**config.mk**
```make
export PLATFORM = sky130hd
export DESIGN_NAME = oc8051_cxrom_arbiter_flat
export DESIGN_NICKNAME = d
export VERILOG_FILES = /design/src/rtl/oc8051_cxrom_arbiter_if.sv /design/src/rtl/oc8051_cxrom_arbiter.sv /design/src/flat_wrapper.sv
export SDC_FILE = /design/constraint.sdc
export NUM_CORES = 1
export LEC_CHECK = 0
export BUFFER_PORTS_ARGS = -buffer_cell sky130_fd_sc_hd__buf_2
export CORE_MARGIN = 1.5
export CORE_UTILIZATION = 45
export DETAILED_ROUTE_END_ITERATION = 16
export GPL_ROUTABILITY_DRIVEN = 0
export PLACE_DENSITY_LB_ADDON = 0.12
export REMOVE_ABC_BUFFERS = 1
export SYNTH_ARGS = -nofsm -noshare
export SYNTH_HDL_FRONTEND = slang
export SYNTH_SLANG_ARGS = --single-unit
export TNS_END_PERCENT = 10
```
**constraint.sdc**
```tcl
create_clock -name clk -period 1.79 [get_ports clk]
set_clock_uncertainty 0.15 [all_clocks]
set_input_delay 0.0895 -clock clk [delete_from_list [all_inputs] [get_ports clk]]
set_output_delay 0.0895 -clock clk [all_outputs]
set_load 0.01 [all_outputs]
```
**src/rtl/oc8051_cxrom_arbiter_if.sv**
```systemverilog
// Bundle of fetch, MOVC and cxrom port signals around the code-ROM arbiter.
// master: arbiter side; slave: requesters plus ROM side.
interface oc8051_cxrom_arbiter_if;
    logic        fet_req;
    logic [15:0] fet_addr;
    logic        fet_ack;
    logic [31:0] fet_data;
    logic        mov_req;
    logic [15:0] mov_addr;
    logic        mov_ack;
    logic [31:0] mov_data;
    logic        rom_rd;
    logic [15:0] rom_addr;
    logic        rom_ready;
    logic [31:0] rom_data;
    logic        busy;
    logic        err;

    modport master (
        input  fet_req, fet_addr, mov_req, mov_addr,
        input  rom_ready, rom_data,
        output fet_ack, fet_data, mov_ack, mov_data,
        output rom_rd, rom_addr, busy, err
    );

    modport slave (
        output fet_req, fet_addr, mov_req, mov_addr,
        output rom_ready, rom_data,
        input  fet_ack, fet_data, mov_ack, mov_data,
        input  rom_rd, rom_addr, busy, err
    );
endinterface

```
**src/rtl/oc8051_cxrom_arbiter.sv**
```systemverilog
// Code-ROM port arbiter: fetch vs MOVC, starvation guard, ROM watchdog.
// Optional last-word buffer enabled by OC8051_CXROM_ARB_BUFFER_EN.
module oc8051_cxrom_arbiter #(
    parameter int unsigned MAX_MOVC_RUN = 4,
    parameter int unsigned TIMEOUT      = 32
) (
    input  logic                          clk,
    input  logic                          rst,
    oc8051_cxrom_arbiter_if.master        bus
);
    localparam logic [3:0] RUN_MAX = 4'(MAX_MOVC_RUN);
    localparam logic [7:0] TMO_MAX = 8'(TIMEOUT);

    typedef enum logic [1:0] {
        S_IDLE,
        S_ISSUE,
        S_WAIT,
        S_RESP
    } state_e;

    state_e      state_q, state_d;
    logic        own_mov_q, own_mov_d;
    logic        abort_q, abort_d;
    logic [3:0]  run_cnt_q, run_cnt_d;
    logic [7:0]  tmo_cnt_q, tmo_cnt_d;
    logic [15:0] rom_addr_q, rom_addr_d;
    logic [31:0] fet_data_q, fet_data_d;
    logic [31:0] mov_data_q, mov_data_d;

    logic        req_any;
    logic        grant_mov;
    logic [15:0] gnt_addr;
    logic        hit;
    logic [31:0] hit_data;

`ifdef OC8051_CXROM_ARB_BUFFER_EN
    logic        buf_vld_q, buf_vld_d;
    logic [15:0] buf_addr_q, buf_addr_d;
    logic [31:0] buf_data_q, buf_data_d;

    assign hit      = buf_vld_q && (buf_addr_q == gnt_addr);
    assign hit_data = buf_data_q;
`else
    assign hit      = 1'b0;
    assign hit_data = 32'h0;
`endif

    // MOVC wins unless fetch has been passed over MAX_MOVC_RUN times
    assign req_any   = bus.fet_req | bus.mov_req;
    assign grant_mov = bus.mov_req &&
                       !(bus.fet_req && run_cnt_q == RUN_MAX);
    assign gnt_addr  = grant_mov ? bus.mov_addr : bus.fet_addr;

    always_comb begin
        state_d    = state_q;
        own_mov_d  = own_mov_q;
        abort_d    = abort_q;
        run_cnt_d  = run_cnt_q;
        tmo_cnt_d  = tmo_cnt_q;
        rom_addr_d = rom_addr_q;
        fet_data_d = fet_data_q;
        mov_data_d = mov_data_q;
`ifdef OC8051_CXROM_ARB_BUFFER_EN
        buf_vld_d  = buf_vld_q;
        buf_addr_d = buf_addr_q;
        buf_data_d = buf_data_q;
`endif
        unique case (state_q)
            S_IDLE: begin
                if (!bus.fet_req) run_cnt_d = 4'd0;
                if (req_any) begin
                    own_mov_d  = grant_mov;
                    abort_d    = 1'b0;
                    rom_addr_d = gnt_addr;
                    if (!grant_mov)
                        run_cnt_d = 4'd0;
                    else if (bus.fet_req)
                        run_cnt_d = run_cnt_q + 4'd1;
                    if (hit) begin
                        if (grant_mov) mov_data_d = hit_data;
                        else           fet_data_d = hit_data;
                        state_d = S_RESP;
                    end else begin
                        state_d = S_ISSUE;
                    end
                end
            end
            S_ISSUE: begin
                tmo_cnt_d = 8'd0;
                state_d   = S_WAIT;
            end
            S_WAIT: begin
                if (bus.rom_ready) begin
                    if (own_mov_q) mov_data_d = bus.rom_data;
                    else           fet_data_d = bus.rom_data;
`ifdef OC8051_CXROM_ARB_BUFFER_EN
                    buf_vld_d  = 1'b1;
                    buf_addr_d = rom_addr_q;
                    buf_data_d = bus.rom_data;
`endif
                    state_d = S_RESP;
                end else begin
                    tmo_cnt_d = tmo_cnt_q + 8'd1;
                    if (tmo_cnt_d == TMO_MAX) begin
                        if (own_mov_q) mov_data_d = 32'h0;
                        else           fet_data_d = 32'h0;
                        abort_d = 1'b1;
`ifdef OC8051_CXROM_ARB_BUFFER_EN
                        buf_vld_d = 1'b0;
`endif
                        state_d = S_RESP;
                    end
                end
            end
            S_RESP: begin
                state_d = S_IDLE;
            end
            default: state_d = S_IDLE;
        endcase
    end

    always_ff @(posedge clk) begin
        if (rst) begin
            state_q    <= S_IDLE;
            own_mov_q  <= 1'b0;
            abort_q    <= 1'b0;
            run_cnt_q  <= 4'd0;
            tmo_cnt_q  <= 8'd0;
            rom_addr_q <= 16'h0;
            fet_data_q <= 32'h0;
            mov_data_q <= 32'h0;
`ifdef OC8051_CXROM_ARB_BUFFER_EN
            buf_vld_q  <= 1'b0;
            buf_addr_q <= 16'h0;
            buf_data_q <= 32'h0;
`endif
        end else begin
            state_q    <= state_d;
            own_mov_q  <= own_mov_d;
            abort_q    <= abort_d;
            run_cnt_q  <= run_cnt_d;
            tmo_cnt_q  <= tmo_cnt_d;
            rom_addr_q <= rom_addr_d;
            fet_data_q <= fet_data_d;
            mov_data_q <= mov_data_d;
`ifdef OC8051_CXROM_ARB_BUFFER_EN
            buf_vld_q  <= buf_vld_d;
            buf_addr_q <= buf_addr_d;
            buf_data_q <= buf_data_d;
`endif
        end
    end

    assign bus.rom_rd   = (state_q == S_ISSUE);
    assign bus.rom_addr = rom_addr_q;
    assign bus.fet_ack  = (state_q == S_RESP) && !own_mov_q;
    assign bus.mov_ack  = (state_q == S_RESP) && own_mov_q;
    assign bus.err      = (state_q == S_RESP) && abort_q;
    assign bus.busy     = (state_q != S_IDLE);
    assign bus.fet_data = fet_data_q;
    assign bus.mov_data = mov_data_q;
endmodule

```
**src/flat_wrapper.sv**
```systemverilog
// flat-port wrapper written by rule: the top's interface ports become plain ports
module oc8051_cxrom_arbiter_flat 
#(
    parameter int unsigned MAX_MOVC_RUN = 4,
    parameter int unsigned TIMEOUT      = 32
)
  (clk, rst, bus_fet_req, bus_fet_addr, bus_mov_req, bus_mov_addr, bus_rom_ready, bus_rom_data, bus_fet_ack, bus_fet_data, bus_mov_ack, bus_mov_data, bus_rom_rd, bus_rom_addr, bus_busy, bus_err);
  oc8051_cxrom_arbiter_if bus_i ();
  input  logic clk;
  input  logic rst;
  input wire logic [$bits(bus_i.fet_req)-1:0] bus_fet_req;
  input wire logic [$bits(bus_i.fet_addr)-1:0] bus_fet_addr;
  input wire logic [$bits(bus_i.mov_req)-1:0] bus_mov_req;
  input wire logic [$bits(bus_i.mov_addr)-1:0] bus_mov_addr;
  input wire logic [$bits(bus_i.rom_ready)-1:0] bus_rom_ready;
  input wire logic [$bits(bus_i.rom_data)-1:0] bus_rom_data;
  output wire logic [$bits(bus_i.fet_ack)-1:0] bus_fet_ack;
  output wire logic [$bits(bus_i.fet_data)-1:0] bus_fet_data;
  output wire logic [$bits(bus_i.mov_ack)-1:0] bus_mov_ack;
  output wire logic [$bits(bus_i.mov_data)-1:0] bus_mov_data;
  output wire logic [$bits(bus_i.rom_rd)-1:0] bus_rom_rd;
  output wire logic [$bits(bus_i.rom_addr)-1:0] bus_rom_addr;
  output wire logic [$bits(bus_i.busy)-1:0] bus_busy;
  output wire logic [$bits(bus_i.err)-1:0] bus_err;
  assign bus_i.fet_req = bus_fet_req;
  assign bus_i.fet_addr = bus_fet_addr;
  assign bus_i.mov_req = bus_mov_req;
  assign bus_i.mov_addr = bus_mov_addr;
  assign bus_i.rom_ready = bus_rom_ready;
  assign bus_i.rom_data = bus_rom_data;
  assign bus_fet_ack = bus_i.fet_ack;
  assign bus_fet_data = bus_i.fet_data;
  assign bus_mov_ack = bus_i.mov_ack;
  assign bus_mov_data = bus_i.mov_data;
  assign bus_rom_rd = bus_i.rom_rd;
  assign bus_rom_addr = bus_i.rom_addr;
  assign bus_busy = bus_i.busy;
  assign bus_err = bus_i.err;
  oc8051_cxrom_arbiter #(.MAX_MOVC_RUN(MAX_MOVC_RUN), .TIMEOUT(TIMEOUT)) u_core (.clk(clk), .rst(rst), .bus(bus_i));
endmodule
```
==> out/results.tsv <==
metric	value	unit
status	finished with violations	
failed_checks	setup timing	
layout_setup_ws	-0.204	ns
finalCriticalPeriod	1.99	ns
drt_iter0_drc	205	
htreeDepth	3	
slowest_stage	dfxtp_2	
worstSkewPairLatency	0.36	ns
arrival	2.10	ns
via_count	5097	
cts_root_buf	clkbuf_8	
antenna_found_initial	0	
dieHeight	102	um
synth_seq_area_share	43.2	%
path_cells	buf_6, ha_2, nand4bb_1, nor2_1, a41oi_2, nor2_4, buf_12, buf_6, o31a_1	
end_kind	flop	
yosysWarnings	0	
synth_largest_area_cell	dfxtp_1	
max-cap-violations	0	
vdd_drop_max	535	uV
max_freq	501	MHz
p_leak	2.92	nW
rsz0062_at_grt	yes	
wl_per_cell	14.6	um
routed_via_density	5.20	
period_share	111	%
holdWs	0.0478	ns
io_pins	154	
grt_first_pass_wirelength	21500	um
syn_inst	607	
firstDrtPassIters	5	
synth-seq-cells	96	
utilization	69.3	%
drive_gt1_share	28.8	%
critPathRequiredTime	1.90	ns
grt_overflow_total	0	
clockBufferDepth	2	
critPathTopFamily	compound AO/OA/AOI/OAI gates	
relSlewSlack	36.9	%
die_area	10500	um2
crit_top_cell	buf_6	
track_usage	26.0	%
hp-class	primary input to flop	
synth_cell_type_count	41	
synth_top_area_share	43.2	%
worst-path-buf-inv	3	
worst_slew_pin_slew	0.944	ns
cts.reportedPaths.clkPinSlew	0.10	ns
numClockSinks	96	
synth_edf_count	0	
die_w	102	um
grt_max_degree	41	
setup-violations-final	67	
async_reset_ff_share	0	%
post-place-ws	-0.159	ns
hpwl	8530	um
remaining_drc_errors	0	
core	9680	um2
ys.flop_type	dfxtp_1	
detail-route-antenna-nets	0	
area_growth_syn_to_layout	51.0	%
port_buffers	153	
start_util	45.9	%
routed_wl	14300	um
cts_tree	done	
critPathMaxFanout	9	
finalHoldViolations	0	
nets	919	
cts-buffers-inserted	9	
power_density	963	nW/um2
slowest_delay	0.35	ns
netlist_area	4450	um2
fp-row-count	36	
diodes	0	
grt_pass1_vias	4622	
avgSynthCellArea	7.32	um2
ys_top_cells_by_area	dfxtp_1 (43%), nand2_1 (12%), a21oi_1 (8.1%), nor2_1 (8.1%), o21ai_0 (7.0%)	
worstSetupStartpointType	flop	
critical_path_class	flop to flop	
slew_violations	0	
==> metal layers <==
layer	GRT usage [%]	up-vias	share of wire [%]
li1	-	2533	-
met1	31.4	2355	42
met2	45.7	178	50
met3	4.45	31	6.1
met4	10.6	0	2.2
met5	0	-	0
==> where the power goes <==
| part | switching [mW] | total, mW | internal (mW) |
|---|---|---|---|
| Clock | 0.786 | 1.58 | 0.796 |
| Combinational | 1.20 | 2.20 | 0.997 |
| Sequential | 0.224 | 2.68 | 2.46 |
==> state kept, by name (all words and copies together) (netlist names) <==
| name | count |
|---|---|
| u_core.abort_q | 1 |
| u_core.bus.fet_data | 32 |
| u_core.bus.mov_data | 32 |
| u_core.bus.rom_addr | 16 |
| u_core.own_mov_q | 1 |
| u_core.run_cnt_q | 4 |
| u_core.state_q | 2 |
| u_core.tmo_cnt_q | 8 |
==> worst min-delay path: stages <==
cell,delay [ns]
buf_2,0.23
nor2b_4,0.08
nand2_1,0.05
a311oi_1,0.08
==> placed cells by master (no fill, tap or decap), types with 3 or more instances in the layout <==
| cell | instances |
|---|---|
| buf_4 | 35 |
| a211oi_1 | 3 |
| inv_1 | 8 |
| o21ai_1 | 20 |
| nand4_1 | 5 |
| ha_1 | 5 |
| nor2_4 | 3 |
| and2_1 | 3 |
| a311oi_1 | 19 |
| dfxtp_2 | 5 |
| buf_12 | 9 |
| clkbuf_8 | 9 |
| a21oi_1 | 70 |
| nand2_1 | 138 |
| nor2_1 | 94 |
| dfxtp_1 | 91 |
| clkbuf_16 | 4 |
| o21ai_0 | 51 |
| buf_2 | 153 |
| buf_6 | 3 |
| dlygate4sd3_1 | 65 |
| nor3b_1 | 4 |
| nand3_1 | 5 |
==> Yosys cell counts, drive strengths merged, types with 5 or more instances <==
cell type / count
nor2: 97
ha: 8
dfxtp: 96
nand2: 139
nand4: 5
buf: 7
o21ai: 73
a311oi: 20
clkbuf: 38
a21oi: 72
nand3: 5
inv: 8
==> worst paths after layout <==
path	slack, ns	cells after the start	end	start
worst max register to register	-0.20	9	u_core.state_q[0]	u_core.tmo_cnt_q[0]
worst min register to register	0.32	2	u_core.bus.fet_data[12]	u_core.bus.fet_data[12]
worst min-delay path	0.05	4	u_core.tmo_cnt_q[3]	bus_rom_ready
worst max-delay path	-0.20	9	u_core.state_q[0]	u_core.tmo_cnt_q[0]
==> repair_timing <==
action | CTS | global route
gates cloned | 1 | 5
hold endpoints to repair | 84 | 0
buffers inserted | 1 | 3
pin swaps | 2 | 8
endpoints found under the setup margin | 69 | 90
hold buffers | 65 | 0
resized for setup | 12 | 20
==> cell type report <==
type / instances / area (um2)
sequential: 96 / 1930
inverter: 8 / 30.0
timing repair buffer: 269 / 1990
multi-input combinational: 458 / 2380
fill: 780 / 2970
clock buffer: 10 / 128
clock inverter: 6 / 91.3
tap: 133 / 166
==> cell families after synthesis <==
kind of cell / Yosys count / synth area share (%)
adder cells (fa/ha/maj): 8 / 2.25
AND/OR/NAND/NOR: 265 / 24.5
flip-flops: 96 / 43.2
multiplexers: 1 / 0.253
XOR/XNOR: 4 / 0.788
buffers and inverters: 53 / 5.32
AO/OA/AOI/OAI: 180 / 23.6
==> through the flow <==
step	power [mW]	instance area (um2)	instances	setup TNS, ns
3_5_place_dp	4.71	5610	890	-7.62
4_1_cts	6.41	6530	973	-7.37
6_report	6.46	6710	980	-10.28
3_3_place_gp	4.65	5610	890	-4.94
2_1_floorplan	3.68	4240	562	-59.32
5_1_grt	6.82	6710	980	-15.38
(Power assumes the default switching activity.)
